`src/rtl/react_recorder_pkg.sv`:
```
// Shared encodings for the reaction-time tester: controller states, player ids,
// winner codes and the recorder's divider states.
package rt_pkg;

    typedef enum logic [2:0] {
        MS_IDLE     = 3'd0,
        MS_WAIT     = 3'd1,
        MS_CLR_CNT1 = 3'd2,
        MS_START    = 3'd3,
        MS_STORAGE  = 3'd4,
        MS_CLR_CNT2 = 3'd5,
        MS_AVERAGE  = 3'd6,
        MS_COMPARE  = 3'd7
    } machine_state_t;

    typedef enum logic [1:0] {
        DIV_IDLE = 2'd0,
        DIV_A    = 2'd1,
        DIV_B    = 2'd2
    } div_state_t;

    localparam logic PLAYER_A = 1'b1;
    localparam logic PLAYER_B = 1'b0;

    localparam logic [1:0] WINNER_NONE = 2'b00;
    localparam logic [1:0] WINNER_A    = 2'b10;
    localparam logic [1:0] WINNER_B    = 2'b01;
    localparam logic [1:0] WINNER_TIE  = 2'b11;

    localparam logic [9:0] BEST_INIT = 10'd1023;

    function automatic logic [1:0] pick_winner(input logic [9:0] avg_a, input logic [9:0] avg_b,
                                               input logic no_rounds);
        if (no_rounds)          return WINNER_NONE;
        else if (avg_a < avg_b) return WINNER_A;
        else if (avg_b < avg_a) return WINNER_B;
        else                    return WINNER_TIE;
    endfunction

endpackage

```
`src/rtl/react_recorder_if.sv`:
```
// Controller-facing bus of the recorder: state/measurement inputs and result outputs.
interface react_recorder_if #(
    parameter int LOG2_ROUNDS = 2
);
    logic [2:0]             machine_state;
    logic                   player;
    logic [9:0]             react_time;
    logic                   signal_overflow;
    logic                   signal_stored;
    logic                   signal_averaged;
    logic                   signal_compared;
    logic [9:0]             avg_a;
    logic [9:0]             avg_b;
    logic [9:0]             best_a;
    logic [9:0]             best_b;
    logic [LOG2_ROUNDS:0]   cnt_a;
    logic [LOG2_ROUNDS:0]   cnt_b;
    logic [1:0]             winner;

    modport master (
        output machine_state, player, react_time, signal_overflow,
        input  signal_stored, signal_averaged, signal_compared,
        input  avg_a, avg_b, best_a, best_b, cnt_a, cnt_b, winner
    );

    modport slave (
        input  machine_state, player, react_time, signal_overflow,
        output signal_stored, signal_averaged, signal_compared,
        output avg_a, avg_b, best_a, best_b, cnt_a, cnt_b, winner
    );
endinterface

```
`src/rtl/react_recorder_seq_divider.sv`:
```
// Serial restoring divider: one quotient bit per cycle, SUM_W cycles per divide.
// done is raised in the cycle before the final step; quotient then shows the final result.
module seq_divider #(
    parameter int SUM_W = 12
) (
    input  logic             clk,
    input  logic             rstn,
    input  logic             start,
    input  logic             abort,
    input  logic [SUM_W-1:0] dividend,
    input  logic [SUM_W-1:0] divisor,
    output logic [SUM_W-1:0] quotient,
    output logic             done
);
    localparam int CNT_W = $clog2(SUM_W + 1);

    logic [SUM_W-1:0] rem;
    logic [SUM_W-1:0] quo;
    logic [SUM_W-1:0] dvs;
    logic [CNT_W-1:0] count;
    logic             busy;

    logic [SUM_W:0]   rem_sh;
    logic             ge;
    logic [SUM_W-1:0] rem_nx;
    logic [SUM_W-1:0] quo_nx;

    always_comb begin
        rem_sh = {rem, quo[SUM_W-1]};
        ge     = rem_sh >= {1'b0, dvs};
        // remainder stays below the divisor, so the top bit is always zero here
        rem_nx = ge ? SUM_W'(rem_sh - {1'b0, dvs}) : rem_sh[SUM_W-1:0];
        quo_nx = {quo[SUM_W-2:0], ge};
    end

    assign done     = busy && (count == CNT_W'(1));
    assign quotient = (dvs == '0) ? '0 : quo_nx;

    always_ff @(posedge clk or negedge rstn) begin
        if (!rstn) begin
            rem   <= '0;
            quo   <= '0;
            dvs   <= '0;
            count <= '0;
            busy  <= 1'b0;
        end else if (abort) begin
            count <= '0;
            busy  <= 1'b0;
        end else if (start) begin
            rem   <= '0;
            quo   <= dividend;
            dvs   <= divisor;
            count <= CNT_W'(SUM_W);
            busy  <= 1'b1;
        end else if (busy) begin
            rem   <= rem_nx;
            quo   <= quo_nx;
            count <= count - CNT_W'(1);
            if (count == CNT_W'(1)) busy <= 1'b0;
        end
    end
endmodule

```
`src/rtl/react_recorder.sv`:
```
// Per-player reaction-time history: sum, count and best per player, serial averaging
// and winner selection, all triggered on entry into controller states.
//
// state    | meaning
// DIV_IDLE | no divide running, waiting for AVERAGE entry
// DIV_A    | dividing sum_a by cnt_a
// DIV_B    | dividing sum_b by cnt_b, pulse signal_averaged when done
module react_recorder
    import rt_pkg::*;
#(
    parameter int LOG2_ROUNDS = 2,
    parameter int OVF_TIME    = 1000
) (
    input logic             clk,
    input logic             rstn,
    react_recorder_if.slave bus
);
    localparam int SUM_W = 10 + LOG2_ROUNDS;
    localparam int CNT_W = LOG2_ROUNDS + 1;
    localparam logic [CNT_W-1:0] MAX_CNT = CNT_W'(2 ** LOG2_ROUNDS);

    logic [2:0]       prev_state;
    logic [SUM_W-1:0] sum_a, sum_b;
    logic [CNT_W-1:0] cnt_a, cnt_b;
    logic [9:0]       best_a, best_b;
    logic [9:0]       avg_a, avg_b;
    logic [1:0]       winner;
    logic             stored, averaged, compared;

    div_state_t       div_state, div_next;
    logic             div_start, div_done;
    logic [SUM_W-1:0] div_dividend, div_divisor, div_quotient;
    logic [9:0]       avg_q;
    logic             load_avg_a, load_avg_b, avg_done;

    logic             entry_idle, entry_store, entry_avg, entry_cmp;
    logic [9:0]       store_v;
    logic [1:0]       winner_nx;

    assign entry_idle  = (bus.machine_state == MS_IDLE)    && (prev_state != MS_IDLE);
    assign entry_store = (bus.machine_state == MS_STORAGE) && (prev_state != MS_STORAGE);
    assign entry_avg   = (bus.machine_state == MS_AVERAGE) && (prev_state != MS_AVERAGE);
    assign entry_cmp   = (bus.machine_state == MS_COMPARE) && (prev_state != MS_COMPARE);

    assign store_v   = bus.signal_overflow ? 10'(OVF_TIME) : bus.react_time;
    assign winner_nx = pick_winner(avg_a, avg_b, (cnt_a == '0) || (cnt_b == '0));
    // averages cannot exceed the largest stored value; the clamp only keeps width explicit
    assign avg_q     = (div_quotient > SUM_W'(BEST_INIT)) ? BEST_INIT : div_quotient[9:0];

    always_comb begin
        div_next     = div_state;
        div_start    = 1'b0;
        div_dividend = sum_a;
        div_divisor  = SUM_W'(cnt_a);
        load_avg_a   = 1'b0;
        load_avg_b   = 1'b0;
        avg_done     = 1'b0;
        case (div_state)
            DIV_IDLE: begin
                if (entry_avg) begin
                    div_start = 1'b1;
                    div_next  = DIV_A;
                end
            end
            DIV_A: begin
                if (div_done) begin
                    load_avg_a   = 1'b1;
                    div_start    = 1'b1;
                    div_dividend = sum_b;
                    div_divisor  = SUM_W'(cnt_b);
                    div_next     = DIV_B;
                end
            end
            DIV_B: begin
                if (div_done) begin
                    load_avg_b = 1'b1;
                    avg_done   = 1'b1;
                    div_next   = DIV_IDLE;
                end
            end
            default: div_next = DIV_IDLE;
        endcase
        if (entry_idle) begin
            div_next   = DIV_IDLE;
            div_start  = 1'b0;
            load_avg_a = 1'b0;
            load_avg_b = 1'b0;
            avg_done   = 1'b0;
        end
    end

    always_ff @(posedge clk or negedge rstn) begin
        if (!rstn) div_state <= DIV_IDLE;
        else       div_state <= div_next;
    end

    seq_divider #(.SUM_W(SUM_W)) u_div (
        .clk      (clk),
        .rstn     (rstn),
        .start    (div_start),
        .abort    (entry_idle),
        .dividend (div_dividend),
        .divisor  (div_divisor),
        .quotient (div_quotient),
        .done     (div_done)
    );

    always_ff @(posedge clk or negedge rstn) begin
        if (!rstn) begin
            prev_state <= MS_IDLE;
            sum_a      <= '0;
            sum_b      <= '0;
            cnt_a      <= '0;
            cnt_b      <= '0;
            best_a     <= BEST_INIT;
            best_b     <= BEST_INIT;
            avg_a      <= '0;
            avg_b      <= '0;
            winner     <= WINNER_NONE;
            stored     <= 1'b0;
            averaged   <= 1'b0;
            compared   <= 1'b0;
        end else begin
            prev_state <= bus.machine_state;
            stored     <= 1'b0;
            compared   <= 1'b0;
            averaged   <= avg_done;
            if (entry_idle) begin
                sum_a  <= '0;
                sum_b  <= '0;
                cnt_a  <= '0;
                cnt_b  <= '0;
                best_a <= BEST_INIT;
                best_b <= BEST_INIT;
                avg_a  <= '0;
                avg_b  <= '0;
                winner <= WINNER_NONE;
            end else begin
                if (entry_store) begin
                    stored <= 1'b1;
                    if (bus.player == PLAYER_A && cnt_a < MAX_CNT) begin
                        sum_a <= sum_a + SUM_W'(store_v);
                        cnt_a <= cnt_a + CNT_W'(1);
                        if (store_v < best_a) best_a <= store_v;
                    end else if (bus.player == PLAYER_B && cnt_b < MAX_CNT) begin
                        sum_b <= sum_b + SUM_W'(store_v);
                        cnt_b <= cnt_b + CNT_W'(1);
                        if (store_v < best_b) best_b <= store_v;
                    end
                end
                if (load_avg_a) avg_a <= avg_q;
                if (load_avg_b) avg_b <= avg_q;
                if (entry_cmp) begin
                    compared <= 1'b1;
                    winner   <= winner_nx;
                end
            end
        end
    end

    assign bus.signal_stored   = stored;
    assign bus.signal_averaged = averaged;
    assign bus.signal_compared = compared;
    assign bus.avg_a           = avg_a;
    assign bus.avg_b           = avg_b;
    assign bus.best_a          = best_a;
    assign bus.best_b          = best_b;
    assign bus.cnt_a           = cnt_a;
    assign bus.cnt_b           = cnt_b;
    assign bus.winner          = winner;
endmodule

```
`src/flat_wrapper.sv`:
```
// flat-port wrapper written by rule: the top's interface ports become plain ports
module react_recorder_flat import rt_pkg::*;
#(
    parameter int LOG2_ROUNDS = 2,
    parameter int OVF_TIME    = 1000
)
  (clk, rstn, bus_machine_state, bus_player, bus_react_time, bus_signal_overflow, bus_signal_stored, bus_signal_averaged, bus_signal_compared, bus_avg_a, bus_avg_b, bus_best_a, bus_best_b, bus_cnt_a, bus_cnt_b, bus_winner);
  react_recorder_if #(.LOG2_ROUNDS(LOG2_ROUNDS)) bus_i ();
  input logic clk;
  input logic rstn;
  input wire logic [$bits(bus_i.machine_state)-1:0] bus_machine_state;
  input wire logic [$bits(bus_i.player)-1:0] bus_player;
  input wire logic [$bits(bus_i.react_time)-1:0] bus_react_time;
  input wire logic [$bits(bus_i.signal_overflow)-1:0] bus_signal_overflow;
  output wire logic [$bits(bus_i.signal_stored)-1:0] bus_signal_stored;
  output wire logic [$bits(bus_i.signal_averaged)-1:0] bus_signal_averaged;
  output wire logic [$bits(bus_i.signal_compared)-1:0] bus_signal_compared;
  output wire logic [$bits(bus_i.avg_a)-1:0] bus_avg_a;
  output wire logic [$bits(bus_i.avg_b)-1:0] bus_avg_b;
  output wire logic [$bits(bus_i.best_a)-1:0] bus_best_a;
  output wire logic [$bits(bus_i.best_b)-1:0] bus_best_b;
  output wire logic [$bits(bus_i.cnt_a)-1:0] bus_cnt_a;
  output wire logic [$bits(bus_i.cnt_b)-1:0] bus_cnt_b;
  output wire logic [$bits(bus_i.winner)-1:0] bus_winner;
  assign bus_i.machine_state = bus_machine_state;
  assign bus_i.player = bus_player;
  assign bus_i.react_time = bus_react_time;
  assign bus_i.signal_overflow = bus_signal_overflow;
  assign bus_signal_stored = bus_i.signal_stored;
  assign bus_signal_averaged = bus_i.signal_averaged;
  assign bus_signal_compared = bus_i.signal_compared;
  assign bus_avg_a = bus_i.avg_a;
  assign bus_avg_b = bus_i.avg_b;
  assign bus_best_a = bus_i.best_a;
  assign bus_best_b = bus_i.best_b;
  assign bus_cnt_a = bus_i.cnt_a;
  assign bus_cnt_b = bus_i.cnt_b;
  assign bus_winner = bus_i.winner;
  react_recorder #(.LOG2_ROUNDS(LOG2_ROUNDS), .OVF_TIME(OVF_TIME)) u_core (.clk(clk), .rstn(rstn), .bus(bus_i));
endmodule
```
`config.mk`:
```
export PLATFORM = sky130hd
export DESIGN_NAME = react_recorder_flat
export DESIGN_NICKNAME = d
export VERILOG_FILES = /design/src/rtl/react_recorder_pkg.sv /design/src/rtl/react_recorder_if.sv /design/src/rtl/react_recorder_seq_divider.sv /design/src/rtl/react_recorder.sv /design/src/flat_wrapper.sv
export SDC_FILE = /design/constraint.sdc
export NUM_CORES = 1
export LEC_CHECK = 0
export ABC_CLOCK_PERIOD_IN_PS = 3600
export CORE_ASPECT_RATIO = 0.7
export CORE_UTILIZATION = 30
export CTS_CLUSTER_SIZE = 14
export DETAILED_ROUTE_END_ITERATION = 10
export PLACE_DENSITY = 0.48
export RECOVER_POWER = 100
export SLEW_MARGIN = 20
export SYNTH_ARGS = -nofsm -noshare
export SYNTH_HDL_FRONTEND = slang
export SYNTH_SLANG_ARGS = --single-unit
```
`constraint.sdc`:
```
create_clock -name clk -period 3.6 [get_ports clk]
set_clock_uncertainty 0.15 [all_clocks]
set_input_delay 0.72 -clock clk [delete_from_list [all_inputs] [get_ports clk]]
set_output_delay 0.72 -clock clk [all_outputs]
set_load 0.01 [all_outputs]
```
* After elaboration in Yosys (flattened, before gate mapping) *
Cells that the tools add are included.
Widths: inputs -> output; s select.

storage, ports and cells
  register bits after elaboration = 121
  output and inout bits = 51
  logic and storage cells = 147
  input bits = 17

cells by class
  multiplexer cells = 68
  reduce and logical (&&, ||, !) cells = 31
  bitwise gates (word level) = 2
  $add $sub $neg = 6
  magnitude comparators = 8
  equal/unequal tests = 13

operators by type and width
  cell                  count
  $mux 12               16
  $mux 10               15
  $lt 10x10->1          4
  $add 12x10->12        2
  $mux 3                8
  $mux 2                9
  $reduce_bool 2->1     9
  $mux 1                15
  $ge 13x12->1          1
  $gt 12x10->1 const B  1
  $logic_not 12->1      1
  $mux 4                3
  $sub 12x12->12        1
  $eq 3x3->1 const B    3
  $logic_not 3->1       3
  $ne 3x1->1 const B    3
  $ne 3x3->1 const B    3
  $reduce_and 3->1      3
  $logic_and 1x1->1     7
  $add 3x1->3 const B   2
  $lt 3x3->1 const B    2
  $pmux 2 s3            1
  $reduce_and 2->1      3
  $reduce_bool 3->1     2
  other kinds (10)      11

* Logic depth before layout (Yosys ltp) *
Gate-level depths: netlist of run 1.

  depth after elaboration = 7
  gate-level depth with buffers = 12
  mapped depth without buffers = 10

* Modules after synthesis *
From an unflattened synthesis of run 1, not the netlist that was laid out.

second synthesis, totals
  cells, all modules = 840
  area total of the unflattened synthesis = 7531.0 sq um

modules (own cells, without submodules)
  module          area each (sq um)  instances  sequential area each (sq um)  cells each
  react_recorder  5004.8             1          2026.9                        563
  seq_divider     2526.2             1          1026.0                        277

* Worst setup path after synthesis of run 1 *
Ideal clock, no wire load.

  path kind = input-to-reg
  from = input bus_signal_overflow
  to = register u_core.sum_a[9]
  arrival time = 2936 ps
  setup slack = 384 ps
  data required time = 3320 ps
  buffers on the path = 1
  stages = 9
  library setup time = 130 ps
  cell sequence = clkbuf_1 nor2b_1 ha_1 a21o_1 maj3_2 a311o_1 a41oi_1 xor2_1 o21ai_1

between the ends
  longest elaborated chain between the ends = 5

RTL lines
  what                  line                   text
  from (decl)           flat_wrapper.sv:14     input wire logic [$bits(bus_i.signal_overflow)-1:0] bus_signal_overflow;
  $mux 10               react_recorder.sv:45   assign store_v = bus.signal_overflow ? 10'(OVF_TIME) : bus.react_time;
  $add 12x10->12        react_recorder.sv:142  sum_a <= sum_a + SUM_W'(store_v);
  $mux 12               react_recorder.sv:141  if (bus.player == PLAYER_A && cnt_a < MAX_CNT) begin
  $mux 12               react_recorder.sv:139  if (entry_store) begin
  $mux 12               react_recorder.sv:128  if (entry_idle) begin
  to (signal assigned)  react_recorder.sv:142
  to (decl)             react_recorder.sv:23   logic [SUM_W-1:0] sum_a, sum_b;

No other way between the ends. The select of a mux whose other input is x is not followed.
A chain may end at the register's enable or synchronous reset.

* Worst setup path after layout of run 1 *
  from = input bus_machine_state[1]
  to = register u_core.best_a[4] (netlist: u_core.bus.best_a[4])

between the ends
  longest elaborated chain between the ends = 4

RTL lines
  what                                                  line                                        text
  from (decl)                                           flat_wrapper.sv:11                          input wire logic [$bits(bus_i.machine_state)-1:0] bus_machine_state;
  $eq 3x3->1 / $logic_not 3->1 (equally long branches)  react_recorder.sv:41, react_recorder.sv:40
  $logic_and 1x1->1, on equally long branches           react_recorder.sv:41, react_recorder.sv:40
  $reduce_bool 2->1 (no line)                           --
  $reduce_and 3->1 (no line)                            --
  to (signal assigned)                                  react_recorder.sv:144                       if (store_v < best_a) best_a <= store_v;
  to (decl)                                             react_recorder.sv:25                        logic [9:0] best_a, best_b;

Several ways; a longest one is shown, not always the timed one.

==> results.cfg, run 1 <==
[synthesis]
synth-xor-area-share_pct = 3.04
synthDistinctLibCells = 71
synthSimpleGateAreaFrac_pct = 17.0
synth_area_leader_cell = dfrtp_1
synth_most_common_cell = dfrtp_1
synth_cells = 747
synth_area_leaders = dfrtp_1 (33%), ha_1 (9.2%), dfstp_2 (7.6%)
synthAdderAreaFrac_pct = 11.3
synth_area_per_cell_um2 = 9.26
synth_compound_area_share_pct = 17.7
synth_top_area_share_pct = 33.3
synth_top_family_by_area = compound AO/OA/AOI/OAI gates
yosys_warnings = 0
synthArstFlopShare_pct = 100
synth-seq-cells = 112
synthTopCellsByCount = dfrtp_1 (92), o21ai_0 (69), nand2_1 (58)
syn-num-nets = 818
ys.flop_type = dfrtp_1
synth_edf_count = 0
ys_seq_area_share_pct = 40.9
muxShareOfSynthArea_pct = 4.07
syn_area_um2 = 6920

[cts]
postCtsSetupBuffers = 0
cts.clk_slew.worst_paths_ps = 80
cts_sinks = 112
ctsResizeCount = 0
h-tree-depth = 3
cts_buffer_depth = 2
cts_buffers = 9
clk_latency_ps = 360
root_buffer = clkbuf_16
cts_tree = yes
hold_buffers = 0

[critical_path]
cp_data_required_time_ps = 3740
worstSetupPathType = in2reg
path_max_fanout = 11
cp-end-kind = register
crit_start = bus_machine_state[1]
worstSetupStartpointType = input port
cp.arrival_ps = 3530
timing.rr.start = u_core.u_div.dvs[2]

[routing]
met3_length_um = 632
vias = 5509
wl_met1_um = 10400
drc = 0
viasPerCell = 4.82
ant_nets = 0
drtIter0Drc = 325
wl_met2_um = 7070
wl_per_cell_um = 16.0
first_pass_iters = 5
top_layer = met4
wl_um = 18300

[global_route]
grt_overflow = 0
antenna_found_initial = 0
grt_max_degree = 46
grtUsageTotal_pct = 16.3
grt_pass1_vias = 5387
grt_pass1_wl_um = 30000

[layout]
fin_nets = 897
antennaDiodeCount = 0
seqCellArea_um2 = 2830
area_growth_pct = 19.7
utilization_pct = 36.6
drive_gt1_share_pct = 9.40
fillers = 2328
multiInputGateArea_um2 = 3650

[outcome]
violations = capacitance limit, slew limit
status = complete, but fails checks

[min_path]
hp-class = reg2reg
min_from = u_core.sum_b[11]

[die]
ios = 68
rows = 46
core_um2 = 22600
die-area_um2 = 23700
initial_utilization_pct = 30.6
fp.dieH_um = 129
die_w_um = 184

[place]
io_buffers = 67
dp_hpwl_um = 13700
gp_congestion = 0.806

[power_and_ir_drop]
ir_worst_vdd_mv = 0.250
power_leakage_nw = 3.91
power_density_nw_per_um2 = 607

[sta]
slew_violations = 32
fmax_mhz = 294
hold_violations = 0
layout_min_cycle_time_ps = 3400
finalSetupViolCount = 0
rsz0062_at_grt = no
setup_tns_ps = 0
slew_headroom_pct = -15.3
worst_pin_slew_ps = 1730
post-route-period-util_pct = 94.4

[run]
maxCapViolations = 1
==> metal layers <==
| layer | up-vias | track usage (%) |
|---|---|---|
| met5 | - | 0 |
| met3 | 10 | 3.09 |
| li1 | 2818 | - |
| met1 | 2617 | 25.8 |
| met2 | 64 | 22.4 |
| met4 | 0 | 3.58 |
==> flip-flops by register name, summed over array words and instances (netlist names) <==
signal                      cells
u_core.bus.cnt_b                3
u_core.bus.signal_compared      1
u_core.u_div.quo               12
u_core.prev_state               3
u_core.bus.best_b              10
u_core.div_state                2
u_core.u_div.count              4
u_core.bus.signal_stored        1
u_core.bus.signal_averaged      1
u_core.sum_b                   12
u_core.u_div.dvs                3
u_core.u_div.busy               1
u_core.u_div.rem               12
u_core.bus.cnt_a                3
u_core.bus.best_a              10
u_core.bus.winner               2
u_core.bus.avg_b               10
u_core.bus.avg_a               10
u_core.sum_a                   12
==> placed cells by master, fill, tap and decap left out, drive strengths merged, types with 12 or more instances in the layout <==
cell and instances:
clkbuf 29, a211oi 12, nor3 13, nor2 57
ha 51, inv 52, buf 25, nand3 46
a21o 22, clkdlybuf4s50 14, mux2i 27, nand2 58
a21oi 37, o21ai 71, dfrtp 92, dlygate4sd3 52
o211ai 14, xnor2 15, dfstp 20
==> worst max-delay path, cell delays in order <==
cell,delay [ps]
dlygate4sd3_1,550
or3b_1,400
or2_0,320
nor3b_1,780
and4b_1,320
buf_4,180
mux2i_1,190
nand2_1,70
==> worst paths after layout <==
kind                                         to  slack [ps]  cells past startpoint
min in group asynchronous   u_core.u_div.rem[5]         660                      1
max in group asynchronous   u_core.bus.cnt_b[2]         690                      2
setup reg to reg            u_core.bus.avg_b[0]         510                      7
hold reg to reg                u_core.sum_b[11]         340                      1
hold / removal                 u_core.sum_b[11]         340                      1
setup / recovery           u_core.bus.best_a[4]         200                      8
==> cell type report <==
cell class	count	share of cell area, %
timing repair buffer	109	11.4
multi-input combinational	542	44.1
clock buffer	11	2.93
clock inverter	4	0.347
sequential	112	34.1
tap	312	4.71
inverter	52	2.36
==> power by group <==
part / internal (W) / leakage [nW] / switching (W) / total [W]
clock: 0.000488 / 0.128 / 0.000490 / 0.000978
sequential: 0.00160 / 1.42 / 0.000312 / 0.00192
combinational: 0.000988 / 2.36 / 0.00114 / 0.00213
total: 0.00308 / 3.91 / 0.00195 / 0.00503
==> logic make-up (layout without fill, tap and decap cells) <==
kind of cell    count (synthesis)  in the layout
fa+ha+maj                      62             62
flops                         112            112
simple gates                  232            232
mux                            28             28
buf+inv                        93            176
compound gates                196            196
xor+xnor                       24             24
==> per-stage QoR <==
step | std cells | hold slack [ps] | instance area (um^2) | total power (W) | worst slack [ps]
finish | 1142 | 335 | 8290 | 0.00503 | 202
global route | 1142 | 361 | 8290 | 0.00548 | 77.5
CTS | 1142 | 149 | 8390 | 0.00516 | 296
detailed placement | 1127 | 323 | 8120 | 0.00414 | -84.8
global placement | 1127 | 323 | 8120 | 0.00414 | -83.2
floorplan | 747 | 274 | 6920 | 0.00343 | 384
Note: power is estimated with default switching activity, not from simulation.
==> run 2: changes to the inputs <==
- ABC_CLOCK_PERIOD_IN_PS: 3600 -> 3900
- clock period: 3.6 -> 3.9 ns (I/O delays scaled with it)
==> run 2 against run 1 <==
The run still ends with capacitance limit, slew limit left; cell count shrank 0.53%; count of clock-buffer cells in the layout is the same; global-route usage shrank 0.12 points; combinational power shrank 8%; cell area shrank 0.11%; largest cell class unchanged.
==> results.cfg, run 2 (same netlist as run 1, synthesis figures left out) <==
[outcome]
status = complete, but fails checks
violations = capacitance limit, slew limit

[critical_path]
slowest_stage = clkdlybuf4s50_1
worstSetupPathType = in2reg
path_max_fanout = 8
crit_family = compound AO/OA/AOI/OAI gates
cp_data_required_time_ps = 3970
path_cells = clkdlybuf4s50_1 -> clkbuf_1 -> nor2b_1 -> ha_1 -> a21o_1 -> maj3_1 -> a221oi_1 -> o31ai_1 -> xnor2_1 -> o21ai_0
cp.arrival_ps = 3640
worstSetupStartpointType = input port
cp-end-kind = register
crit_buf_inv = 2
slowest_delay_ps = 450

[place]
dp_hpwl_um = 13200
io_buffers = 67
gp_congestion = 0.798
dp_slack_ps = 5.58
placed_cell_area_um2 = 8040

[sta]
post-route-period-util_pct = 91.6
fmax_mhz = 280
layout_min_cycle_time_ps = 3570
rsz0062_at_grt = no
slew_headroom_pct = -6.06
slew_violations = 64
finalSetupViolCount = 0
holdWs_ps = 330
worst_pin_slew_ps = 1590
setup_tns_ps = 0
setup_ws_ps = 328
hold_violations = 0

[die]
core_um2 = 22600
rows = 46
die_w_um = 184
fp.dieH_um = 129
initial_utilization_pct = 30.6
ios = 68
die-area_um2 = 23700

[global_route]
grt_pass1_wl_um = 29600
grtUsageTotal_pct = 16.2
grt_overflow = 0
antenna_found_initial = 0
grt_max_degree = 64
grt_pass1_vias = 5256

[routing]
wl_per_cell_um = 16.0
wl_um = 18200
viasPerCell = 4.91
drc = 0
ant_nets = 0
drtIter0Drc = 368
vias = 5575
first_pass_iters = 5

[cts]
hold_buffers = 0
root_buffer = clkbuf_16
ctsResizeCount = 0
clk_latency_ps = 370
postCtsSetupBuffers = 0
cts_sinks = 112
cts_buffer_depth = 2
cts_buffers = 9
cts.clk_slew.worst_paths_ps = 70
cts_tree = yes
h-tree-depth = 3

[layout]
multiInputGateArea_um2 = 3680
antennaDiodeCount = 0
fillers = 2325
stdcell_area_um2 = 8280
final_common_cell = dfrtp_1
fin_nets = 890
final_cell_mix = dfrtp_1 (92), o21ai_0 (70), nand2_1 (58), nor2_1 (57), dlygate4sd3_1 (52)
area_growth_pct = 19.6
seqCellArea_um2 = 2830
drive_gt1_share_pct = 9.71

[power_and_ir_drop]
power_density_nw_per_um2 = 566
power_leakage_nw = 3.91
ir_worst_vdd_mv = 0.279

[min_path]
hp-class = reg2reg

[run]
maxCapViolations = 1
## run 2: worst register-to-register path: cells and delay by family (launching register included)
kind                       cells  cell delay, ps
AOI/OAI and AO/OA              3             910
adders and majority gates      1             340
buffers and inverters          1              70
DFF                            1             400
and+or+nand+nor                2             930
## run 2: power breakdown
group / switching [W] / internal, W
clock: 0.000478 / 0.000480
sequential: 0.000294 / 0.00148
combinational: 0.00105 / 0.000906
## run 2: through the flow
step / std cells / utilization, % / total power (W)
2_1_floorplan: 747 / - / 0.00316
3_3_place_gp: 1120 / 35.5 / 0.00379
3_5_place_dp: 1120 / 35.5 / 0.00379
4_1_cts: 1136 / 36.9 / 0.00479
5_1_grt: 1136 / 36.6 / 0.00511
6_report: 1136 / 36.6 / 0.00469
## run 2: per-layer routing
metal	global-route usage, %	vias to the layer above	wire length, um
li1	-	2805	-
met5	0	-	0
met3	3.04	13	668
met1	25.3	2672	10100
met2	22.4	85	7240
met4	4.17	0	181
## run 2: path summary, 6_finish.rpt
kind | from | end | slack [ps] | depth (start not counted)
hold reg to reg | u_core.sum_b[11] | u_core.sum_b[11] | 330 | 1
setup / recovery | bus_signal_overflow | u_core.sum_b[9] | 330 | 10
hold / removal | u_core.sum_b[11] | u_core.sum_b[11] | 330 | 1
max in group asynchronous | rstn | u_core.bus.avg_a[4] | 790 | 2
setup reg to reg | u_core.u_div.dvs[2] | u_core.bus.avg_b[0] | 960 | 7
min in group asynchronous | rstn | u_core.u_div.rem[6] | 560 | 1
## run 2: area by class of cell
type	count	share of cell area, %
Tap cell	312	4.72
Clock buffer	11	3.05
Clock inverter	5	0.574
Sequential cell	112	34.2
Inverter	52	2.36
Multi-Input combinational cell	542	44.5
Timing Repair Buffer	102	10.6
==> RTL edit: new RTL, settings of run 2 <==
Encoding of `div_state_t`: now one-hot (3 bits for 3 states).
--- a/src/rtl/react_recorder_pkg.sv
+++ b/src/rtl/react_recorder_pkg.sv
@@ -14,8 +14,8 @@
     } machine_state_t;
 
-    typedef enum logic [1:0] {
-        DIV_IDLE = 2'd0,
-        DIV_A    = 2'd1,
-        DIV_B    = 2'd2
+    typedef enum logic [2:0] {
+        DIV_IDLE = 3'b001,
+        DIV_A    = 3'b010,
+        DIV_B    = 3'b100
     } div_state_t;
 
Formal check against the unedited RTL: same outputs for any inputs over 4 cycles, from zero or initial values and one cycle with rstn low; so few cycles prove little.
==> RTL edit against run 2 <==
- the run still ends with capacitance limit, slew limit left
- routed wire length rose by 8.1%
- sequential cell count is 1 higher
- via count rose by 3.2%
- total power grew 2.5%
- area after synthesis rose by 0.99%
- non-clock buffer count is 14 lower
- worst setup slack improved by 14 ps
- final area rose by 4.9%
- critical path type unchanged
- largest power group is now sequential cells
==> RTL edit: results (changes against run 2) <==
[synthesis]
synthTopCellsByArea = dfrtp_1, ha_1, dfstp_2  ; unchanged
yosysSeqAreaShare = 0.408  ; was 0.409
synthFlopType = dfrtp_1  ; unchanged
ys_types = 67  ; was 71
avgSynthCellArea_sq_um = 9.01  ; was 9.26 sq um
asyncSetResetFlopFracSynth = 1.00  ; unchanged
synth_common_cells = o21ai_0, dfrtp_1, nand2_1  ; was dfrtp_1, o21ai_0, nand2_1
syn-num-nets = 847  ; was 818

[route]
firstDrtPassIters = 5  ; unchanged
drt_iter0_markers = 420  ; was 368
vias = 5756  ; was 5575
wl_per_cell_microns = 16.8  ; was 16.0 microns
wl_mm = 19.7  ; was 18.2 mm

[min_path]
hp-start = u_core.u_div.quo[6]$_DFFE_PN0P_  ; was u_core.sum_b[11]$_DFFE_PN0P_
hp-class = register to register  ; unchanged

[place]
placed_cells = 1140  ; was 1120
dp_slack_ps = 114  ; was 5.58 ps
gp_congestion = 0.803  ; was 0.798
dpl.hpwl_mm = 14.3  ; was 13.2 mm
io_buffers = 67  ; unchanged

[global_routing]
grt_pass1_wl_mm = 31.9  ; was 29.6 mm
grt_pass1_vias = 5588  ; was 5256
grtUsageTotal = 0.176  ; was 0.162
grt_start_max_net_pins = 52  ; was 64
antenna_found_initial = 0  ; unchanged

[clock_network]
cts_made_buffers = 17  ; was 9
cts_resized = 0  ; unchanged
cts_setup_buffers = 0  ; unchanged
insertion_delay_ps = 420  ; was 370 ps
root_buffer = clkbuf_16  ; unchanged
htree_levels = 4  ; was 3
cts_buffer_depth = 2  ; unchanged

[critical_path]
cp_data_arrival_time_ps = 3760  ; was 3640 ps
cp-startpoint = bus_machine_state[2]  ; was bus_signal_overflow
r2r_start = u_core.bus.best_a[3]$_DFFE_PN1P_  ; was u_core.u_div.dvs[2]$_DFFE_PN0P_
crit_path_max_fanout = 10  ; was 8

[run]
drv_cap = 1  ; unchanged

[sta]
maxSlewViolCount = 37  ; was 64
worstMarginPinSlew_ps = 2130  ; was 1590 ps

[outcome]
violations = capacitance limit, slew limit  ; unchanged
status = finished, violations left  ; unchanged

[finish]
fin_nets = 918  ; was 890
num_antenna_cells = 0  ; unchanged
drive_gt1_frac = 0.0966  ; was 0.0971

[power_and_ir_drop]
ir_drop_v = 0.000313  ; was 0.000279 V
leakage_nw = 3.96  ; was 3.91 nW

[floorplanning]
rows = 46  ; unchanged

-- RTL edit: changes by cell type after synthesis, moves of 9 or more --
| cell | before | now |
|---|---|---|
| a211oi_1 | 12 | 3 |
| a21o_1 | 22 | 13 |
| a21oi_1 | 36 | 25 |
| mux2i_1 | 27 | 45 |
| nand2_1 | 58 | 82 |
| nand3_1 | 46 | 37 |
| o21ai_0 | 69 | 93 |
-- RTL edit: stage by stage --
stage / cell area, sq um / utilization
2_1_floorplan: 6990 / -
3_3_place_gp: 8110 / 0.357
3_5_place_dp: 8110 / 0.357
4_1_cts: 8720 / 0.384
5_1_grt: 8690 / 0.382
6_report: 8690 / 0.382
-- RTL edit: logic make-up after synthesis --
| logic type | after synthesis | synth area share |
|---|---|---|
| buf+inv | 93 | 0.0517 |
| compound gates | 192 | 0.168 |
| fa+ha+maj | 56 | 0.103 |
| flops | 113 | 0.408 |
| simple gates | 256 | 0.177 |
| mux | 47 | 0.0677 |
| xor+xnor | 19 | 0.0238 |
-- RTL edit: final timing paths --
check	slack, ps	to	cells past startpoint
setup / recovery	340	u_core.bus.best_a[2]$_DFFE_PN1P_	8
hold / removal	350	u_core.u_div.quo[6]$_DFFE_PN0P_	2
setup reg to reg	1080	u_core.bus.best_a[2]$_DFFE_PN1P_	8
hold reg to reg	350	u_core.u_div.quo[6]$_DFFE_PN0P_	2
min in group asynchronous	820	u_core.bus.avg_b[3]$_DFFE_PN0P_	1
max in group asynchronous	1060	u_core.u_div.quo[11]$_DFFE_PN0P_	2
-- RTL edit: power breakdown --
group          switching [mW]  internal, mW
clock                   0.603          1.06
combinational           0.824         0.613
sequential              0.262          1.44
total                    1.69          3.12
-- RTL edit: cell type report --
type	count	area, sq um
Tap cell	312	390
Inverter	57	214
Sequential cell	113	2850
Timing Repair Buffer	88	822
Clock buffer	17	425
Clock inverter	14	190
Fill cell	2273	14000
Multi-Input combinational cell	570	3790
-- RTL edit: critical path: stages --
cell           delay, ps
dlygate4sd3_1        680
or3b_1               420
a2111o_1             480
nor2_1               110
o211ai_1              90
a41oi_1              170
clkbuf_1             610
mux2_2               410
-- RTL edit: layer usage --
layer  track usage  wire, microns  part of all wire  vias to the layer above
met5             0              0                 0                        -
met4        0.0475            112            0.0057                        0
met3        0.0338            635             0.032                        8
met2         0.239           7930              0.40                       92
met1         0.276          11000              0.56                     2770
li1              -              -                 -                     2886
